**config.mk**
```make
export PLATFORM = sky130hd
export DESIGN_NAME = mp_add_seq
export DESIGN_NICKNAME = d
export VERILOG_FILES = /design/src/rtl/mp_add_pkg.sv /design/src/rtl/add_32_bit.sv /design/src/rtl/mp_add_seq.sv
export SDC_FILE = /design/constraint.sdc
export NUM_CORES = 1
export LEC_CHECK = 0
export ABC_AREA = 0
export CORE_ASPECT_RATIO = 0.9
export CORE_MARGIN = 2
export CORE_UTILIZATION = 51
export DETAILED_ROUTE_END_ITERATION = 6
export PLACE_DENSITY = 0.77
export SLEW_MARGIN = 5
export SYNTH_ARGS = -nofsm -noshare
export SYNTH_HDL_FRONTEND = slang
export SYNTH_SLANG_ARGS = --single-unit
```
**constraint.sdc**
```tcl
create_clock -name clk -period 17.75 [get_ports clk]
set_input_delay 3.55 -clock clk [delete_from_list [all_inputs] [get_ports clk]]
set_output_delay 3.55 -clock clk [all_outputs]
set_load 0.01 [all_outputs]
```
**src/rtl/mp_add_pkg.sv**
```systemverilog
// Shared types and helpers for the multi-precision add/subtract sequencer.
package mp_add_pkg;

    localparam int WORD_W = 32;

    typedef enum logic [1:0] {
        IDLE = 2'd0,
        RUN  = 2'd1,
        DONE = 2'd2
    } state_t;

    function automatic logic carry_of(input logic g, input logic p, input logic cin);
        return g | (p & cin);
    endfunction

endpackage

```
**src/rtl/add_32_bit.sv**
```systemverilog
// 32-bit adder slice with generate/propagate outputs so a sequencer can chain
// words through a registered carry.
module add_32_bit
    import mp_add_pkg::*;
(
    input  logic [WORD_W-1:0] a,
    input  logic [WORD_W-1:0] b,
    input  logic              c_in,
    output logic [WORD_W-1:0] sum,
    output logic              g_out,
    output logic              p_out
);

    logic [WORD_W-1:0] g;
    logic [WORD_W-1:0] p;
    logic [WORD_W-1:0] carry;
    logic              c;
    logic              gg;
    logic              pp;

    // Group generate is the carry out with c_in=0; group propagate is the AND of
    // bit propagates, so the word carry is carry_of(g_out, p_out, c_in).
    // NOTE: every variable written here gets a value before any branch or loop
    // reads it, so no latch can be inferred.
    always_comb begin
        g  = a & b;
        p  = a ^ b;
        c  = c_in;
        gg = 1'b0;
        pp = 1'b1;
        carry = '0;
        for (int i = 0; i < WORD_W; i++) begin
            carry[i] = c;
            c        = carry_of(g[i], p[i], c);
            gg       = carry_of(g[i], p[i], gg);
            pp       = pp & p[i];
        end
        sum   = p ^ carry;
        g_out = gg;
        p_out = pp;
    end

endmodule

```
**src/rtl/mp_add_seq.sv**
```systemverilog
// Multi-precision add/subtract sequencer: one 32-bit slice, LSW first, carry
// registered between words. Define MP_ADD_OVF_EN to add a signed overflow output.
module mp_add_seq
    import mp_add_pkg::*;
#(
    parameter  int WORDS = 4,
    localparam int W     = WORD_W * WORDS
) (
    input  logic         clk,
    input  logic         rst,
    input  logic         start,
    input  logic         sub,
    input  logic [W-1:0] op_a,
    input  logic [W-1:0] op_b,
    output logic         ready,
    output logic         done,
    output logic [W-1:0] result,
    output logic         carry_out
`ifdef MP_ADD_OVF_EN
    ,
    output logic         overflow
`endif
);

    localparam int                IDX_W = $clog2(WORDS) + 1;
    localparam logic [IDX_W-1:0]  LAST  = IDX_W'(WORDS - 1);

    state_t            state_q;
    state_t            state_d;
    logic [W-1:0]      opa_q;
    logic [W-1:0]      opb_q;
    logic              carry_q;
    logic [IDX_W-1:0]  idx_q;

    logic [WORD_W-1:0] slice_a;
    logic [WORD_W-1:0] slice_b;
    logic [WORD_W-1:0] slice_sum;
    logic              slice_g;
    logic              slice_p;
    logic              word_carry;

    assign slice_a    = opa_q[idx_q*WORD_W +: WORD_W];
    assign slice_b    = opb_q[idx_q*WORD_W +: WORD_W];
    assign word_carry = carry_of(slice_g, slice_p, carry_q);

    add_32_bit u_slice (
        .a     (slice_a),
        .b     (slice_b),
        .c_in  (carry_q),
        .sum   (slice_sum),
        .g_out (slice_g),
        .p_out (slice_p)
    );

    // NOTE: sequential state uses non-blocking assignments so every register
    // samples pre-edge values regardless of process ordering.
    always_ff @(posedge clk) begin
        if (rst) state_q <= IDLE;
        else     state_q <= state_d;
    end

    always_comb begin
        state_d = state_q;
        case (state_q)
            IDLE:    if (start) state_d = RUN;
            RUN:     if (idx_q == LAST) state_d = DONE;
            DONE:    state_d = IDLE;
            default: state_d = IDLE;
        endcase
    end

    always_comb begin
        ready = (state_q == IDLE);
        done  = (state_q == DONE);
    end

    // Subtraction is A + ~B + 1: B is inverted at capture and the +1 enters as
    // the initial carry.
    always_ff @(posedge clk) begin
        if (rst) begin
            opa_q     <= '0;
            opb_q     <= '0;
            carry_q   <= 1'b0;
            idx_q     <= '0;
            result    <= '0;
            carry_out <= 1'b0;
`ifdef MP_ADD_OVF_EN
            overflow  <= 1'b0;
`endif
        end else begin
            case (state_q)
                IDLE: if (start) begin
                    opa_q   <= op_a;
                    opb_q   <= sub ? ~op_b : op_b;
                    carry_q <= sub;
                    idx_q   <= '0;
                    result  <= '0;
                end
                RUN: begin
                    result[idx_q*WORD_W +: WORD_W] <= slice_sum;
                    carry_q <= word_carry;
                    idx_q   <= idx_q + 1'b1;
                    if (idx_q == LAST) begin
                        carry_out <= word_carry;
`ifdef MP_ADD_OVF_EN
                        // Carry into bit 31 recovered from the slice's MSB inputs and sum.
                        overflow  <= (slice_a[WORD_W-1] ^ slice_b[WORD_W-1] ^ slice_sum[WORD_W-1])
                                     ^ word_carry;
`endif
                    end
                end
                default: ;
            endcase
        end
    end

endmodule
```
==> Yosys cells after proc, flatten, opt, wreduce, memory -nomap -nowiden <==
Index checks and enable logic that the tools add are counted.
{ "totals": {"regBits": 391, "out_inout_bits": 131, "wordCells": 196} }
{ "op_classes": {"addsub": 2, "n_eq_ne": 5, "n_shift": 4, "mux": 11, "bitwise": 161, "reduce_logical": 6} }
{ "op_table": {"columns": ["cell", "n"], "rows": [
  ["$mux 128", 2],
  ["$pmux 128 s2", 1],
  ["$shiftx 128x9->32", 2],
  ["$bwmux 128", 1],
  ["$not 128->128", 1],
  ["$shift 32x34->128 const A", 1],
  ["$shiftx 32x34->128", 1],
  ["$and 1x1->1", 94],
  ["$xor 32x32->32", 2],
  ["$or 1x1->1", 63],
  ["$neg 8->34", 1],
  ["$and 32x32->32", 1],
  ["$reduce_and 2->1", 4],
  ["$pmux 3 s2", 1],
  ["$mux 2", 2],
  ["$ne 2x2->1 const B", 2],
  ["$pmux 2 s2", 1],
  ["$add 3x1->3 const B", 1],
  ["$eq 3x2->1 const B", 1],
  ["$mux 3", 1],
  ["$eq 2x1->1 const B", 1],
  ["$eq 2x2->1 const B", 1],
  ["$logic_not 2->1", 1],
  ["$pmux 1 s2", 1],
  ["other kinds (2)", 2]
]} }

==> Depth between registers and ports, before layout <==
{ "logic_depth": {"ltp_word": 68, "depth_mapped": 42, "depth_no_buf": 40} }

==> Modules after synthesis <==
Synthesis repeated with hierarchy kept, for this count alone.
{ "hier_totals": {"cells_unflattened": 1811, "hier_area_um2": 17933.4} }
{ "modules_own_cells": {"columns": ["mod", "instances", "cells_per_inst", "area_per_inst_um2"], "rows": [
  ["mp_add_seq", 1, 1687, 16560.9],
  ["add_32_bit", 1, 124, 1372.6]
]} }

==> Least setup slack after synthesis <==
Ideal clock, no wire load.
{ "synth_timing": {"kind": "register -> register", "startpoint": "register idx_q[0]", "endpoint": "register result[63]", "setup_time_ps": 128, "arrival_time_ps": 13408, "setup_slack_ps": 4214, "path_stages_with_launch": 39, "n_path_buf": 2, "period_less_slack_ps": 13536, "cell_sequence": "dfxtp_1 buf_2 buf_2 mux4_2 and2_1 fa_1 fa_1 fa_1 fa_1 fa_1 fa_1 fa_1 fa_1 fa_1 fa_1 fa_1 fa_1 fa_1 [3 not listed] fa_1 fa_1 fa_1 fa_1 fa_1 fa_1 fa_1 fa_1 fa_1 fa_1 fa_1 fa_1 fa_1 fa_1 xnor2_1 nor2_1 a31oi_1 nor2_1"} }
{ "synth_via": {"elab_chain_cells": 68, "word_cells_on_any_way": 72} }
{ "synth_lines": {"columns": ["element", "line_no", "text"], "rows": [
  ["start: declaration", "mp_add_seq.sv:33", "logic [IDX_W-1:0] idx_q;"],
  ["start signal: assignment", "mp_add_seq.sv:102", "idx_q <= idx_q + 1'b1;"],
  ["$shiftx 128x9->32 (on tied branches)", "mp_add_seq.sv:42, mp_add_seq.sv:43", null],
  ["$xor 32x32->32", "add_32_bit.sv:27", "p = a ^ b;"],
  ["$and 1x1->1", "mp_add_pkg.sv:13", "return g | (p & cin);"],
  ["$or 1x1->1", "mp_add_pkg.sv:13", null],
  ["$and 1x1->1", "mp_add_pkg.sv:13", null],
  ["$or 1x1->1", "mp_add_pkg.sv:13", null],
  ["$and 1x1->1", "mp_add_pkg.sv:13", null],
  ["$or 1x1->1", "mp_add_pkg.sv:13", null],
  ["[52 not listed]", null, null],
  ["$and 1x1->1", "mp_add_pkg.sv:13", null],
  ["$or 1x1->1", "mp_add_pkg.sv:13", null],
  ["$and 1x1->1", "mp_add_pkg.sv:13", null],
  ["$or 1x1->1", "mp_add_pkg.sv:13", null],
  ["$xor 32x32->32", "add_32_bit.sv:38", "sum = p ^ carry;"],
  ["$shiftx 32x34->128", "mp_add_seq.sv:100", "result[idx_q*WORD_W +: WORD_W] <= slice_sum;"],
  ["$bwmux 128 (*)", "mp_add_seq.sv:100", null],
  ["$pmux 128 s2 (*)", "mp_add_seq.sv:91", "case (state_q)"],
  ["end signal: indexed assignment", "mp_add_seq.sv:100", null],
  ["end: declaration", "mp_add_seq.sv:17", "output logic [W-1:0] result,"]
]} }
Mark *: on every way between the ends. The rest lies on a longest branch, timed or not.
A chain may end at the register's enable or synchronous reset.

==> Worst setup path after layout <==
{ "layout_timing": {"startpoint": "register idx_q[1]", "endpoint": "register result[63]"} }
Same word-level chain as after synthesis.

==> results.sh <==
export IMPL_status="complete, no violations"
export IMPL_gp_congestion=0.861
export IMPL_cts_max_path_buffers=3
export IMPL_min_path_cells=2
export IMPL_worst_path_buf_inv=2
export IMPL_crit_path_end_kind="register"
export IMPL_synth_compound_area_share_pct=14.0
export IMPL_async_flop_share_pct=0
export IMPL_leakage_nw=8.23
export IMPL_cts_tree="yes"
export IMPL_worst_pin_slew_ps=1220
export IMPL_drt_pass1_iterations=7
export IMPL_placed_area_mm2=0.0219
export IMPL_path_class="reg -> reg"
export IMPL_ctsHoldBuffers=0
export IMPL_stdcell_area_mm2=0.0232
export IMPL_vias=15800
export IMPL_std_cell_rows=65
export IMPL_ys_types=40
export IMPL_r2r_worst_path_cells=41
export IMPL_final_nets=2619
export IMPL_post_route_drc_count=0
export IMPL_synthXorXnorAreaFrac_pct=6.27
export IMPL_critPathArrivalTime_ps=15230
export IMPL_syn_avg_cell_area_um2=8.91
export IMPL_post_route_period_util_pct=83.8
export IMPL_fin_crit_ps=14870
export IMPL_p_per_area_mw_per_mm2=93.7
export IMPL_synthToLayoutAreaGrowth_pct=28.8
export IMPL_ys_seq_elements=391
export IMPL_syn_area_mm2=0.0180
export IMPL_finalHoldViolCount=0
export IMPL_max_vdd_ir_drop_mv=0.0759
export IMPL_synth_ff_type="dfxtp_1"
export IMPL_cts_resized=0
export IMPL_synth_yosys_seq_area_share_pct=43.4
export IMPL_slowest_delay_ps=750
export IMPL_min_path_type="reg -> reg"
export IMPL_routed_wl_mm=53.9
export IMPL_r2r_setup_slack_ps=2880
export IMPL_htreeDepth=2
export IMPL_muxShareOfSynthArea_pct=7.86
export IMPL_post_place_ws_ps=3040
export IMPL_rsz0062_at_grt="no"
export IMPL_crit_top_cell="fa_1"
export IMPL_crit_fanout=41
export IMPL_r2r_end="result[63]"
export IMPL_cts_buffers=40
export IMPL_gr_total_overflow=0
export IMPL_min_from="opa_q[88]"
export IMPL_post_cts_setup_buffer_count=0
export IMPL_grt_pass1_wl_mm=82.8
export IMPL_setup_slack_ps=2880
export IMPL_synthAdderAreaFrac_pct=5.94
export IMPL_syn_nets=2351
export IMPL_cpMaxStageDelayCell="dfxtp_4"
export IMPL_setup_viol=0
export IMPL_wl_per_cell_um=19.3
export IMPL_path_delay_family="adder cells"
export IMPL_antenna_found_initial=4
export IMPL_hold_end="opa_q[88]"
export IMPL_grtUsageTotal_pct=28.5
export IMPL_core_mm2=0.0350
export IMPL_drtIter0Drc=1370
export IMPL_start_util_pct=51.6
export IMPL_syn_inst=2024
export IMPL_clock_skew_ps=16.6
export IMPL_viasPerCell=5.64
export IMPL_clkTransAtPathRegs_ps=60
export IMPL_synth_top_family_by_area="simple AND/OR/NAND/NOR gates"
export IMPL_slew_viol_final=0
export IMPL_grt_start_max_net_pins=286
export IMPL_clock_sinks=391
export IMPL_critPathRequiredTime_ps=18110
export IMPL_synth_edff_count=0
export IMPL_yosysWarnings=0
export IMPL_io_buffers=390
export IMPL_timing_rr_start="idx_q[1]"
export IMPL_fmax_ghz=0.0672
export IMPL_whs_ps=453
export IMPL_start_kind="register"
export IMPL_drive_gt1_share_pct=6.50
export IMPL_synthSimpleGateAreaFrac_pct=18.0
export IMPL_drv_cap=0
export IMPL_ant_nets=0
export IMPL_slew_headroom_pct=19.0
export IMPL_dieHeight_um=182
export IMPL_setup_tns_final_ps=0
export IMPL_clockRootBuffer="clkbuf_16"
export IMPL_die_area_mm2=0.0369
export IMPL_cp_startpoint="idx_q[1]"
export IMPL_grt_pass1_vias=14800
export IMPL_clock_latency_ps=530
export IMPL_die_width_um=202
export IMPL_io_pins=391
export IMPL_hpwl_mm=38.7
per-stage QoR:
stage | util (%) | power, mW | std cells
2_1_floorplan | - | 1.20 | 2024
3_3_place_gp | 62.7 | 1.35 | 2719
3_5_place_dp | 62.7 | 1.36 | 2719
4_1_cts | 66.4 | 2.18 | 2791
5_1_grt | 66.4 | 2.25 | 2794
6_report | 66.4 | 2.18 | 2795
cell families (layout without fill, tap and decap cells):
logic type / Yosys count / after routing
compound gates: 425 / 425
buf+inv: 189 / 487
fa+ha+maj: 67 / 67
xor+xnor: 129 / 129
other cells: 0 / 4
flops: 391 / 391
mux: 64 / 64
simple gates: 759 / 759
where the power goes:
part | total [mW] | internal, mW | switching, mW
combinational | 0.387 | 0.176 | 0.211
sequential | 0.957 | 0.927 | 0.0305
clock | 0.831 | 0.486 | 0.345
total | 2.18 | 1.59 | 0.587
metal layers:
| metal | track usage (%) | part of all wire, % |
|---|---|---|
| met2 | 46.3 | 46 |
| met4 | 9.78 | 3.2 |
| met1 | 39.7 | 44 |
| met3 | 3.23 | 6.8 |
| met5 | 0 | 0 |
worst register-to-register path, delay by kind of cell, from the launching register on:
| family | cells | cell delay (ps) |
|---|---|---|
| AND/OR/NAND/NOR | 4 | 440 |
| buffers and inverters | 2 | 610 |
| AO/OA/AOI/OAI | 3 | 470 |
| adder cells (fa/ha/maj) | 31 | 12100 |
| flip-flops | 1 | 750 |
| XOR/XNOR | 1 | 320 |
layout make-up:
class / count / area [um2]
timing repair buffer: 407 / 4050
clock inverter: 13 / 133
sequential: 391 / 7840
clock buffer: 59 / 1160
fill: 2828 / 11700
multi-input combinational: 1444 / 9420
tap: 469 / 587
antenna: 4 / 10.0
inverter: 8 / 30.0
worst max-delay path by stage:
stage               cells past startpoint  slack [ps]    endpoint
finish                                 41        2880  result[63]
detailed placement                     39        3040  result[63]
CTS                                    39        2980  result[63]
floorplan                              38        4210  result[63]
global route                           39        2260  result[63]
global placement                       39        3120  result[95]
synthesized netlist by cell type, types with 31 or more instances:
library cell / count / area (um2)
a211oi_1: 132 / 991
a21oi_1: 256 / 1280
and2_1: 62 / 388
buf_2: 55 / 275
clkbuf_1: 114 / 428
dfxtp_1: 391 / 7830
fa_1: 31 / 621
ha_1: 36 / 450
mux4_2: 62 / 1400
nand2_1: 383 / 1440
nand3_1: 131 / 656
nor2_1: 156 / 586
xnor2_1: 129 / 1130
flip-flops by register name (all words and copies together) (netlist names):
name	cells
carry_q	1
idx_q	3
state_q	2
opb_q	128
carry_out	1
opa_q	128
result	128
layout by cell type (no fill, tap or decap), drive strengths merged, types with 3 or more instances in the layout:
cell type	Yosys	final
clkdlybuf4s50	0	388
o21ai	5	5
a211oi	132	132
a21oi	256	256
fa	31	31
a2111oi	3	3
o21bai	3	3
dfxtp	391	391
a31oi	9	9
a21o	5	5
clkinv	0	5
nor2	156	156
nand2	383	383
nand3	131	131
diode	0	4
buf	67	19
clkbuf	114	59
and2	62	62
xnor2	129	129
nor2b	5	5
nand4	5	5
mux4	62	62
inv	8	12
o21a	6	6
nor4	4	4
ha	36	36
Note: power is estimated with default switching activity, not from simulation.
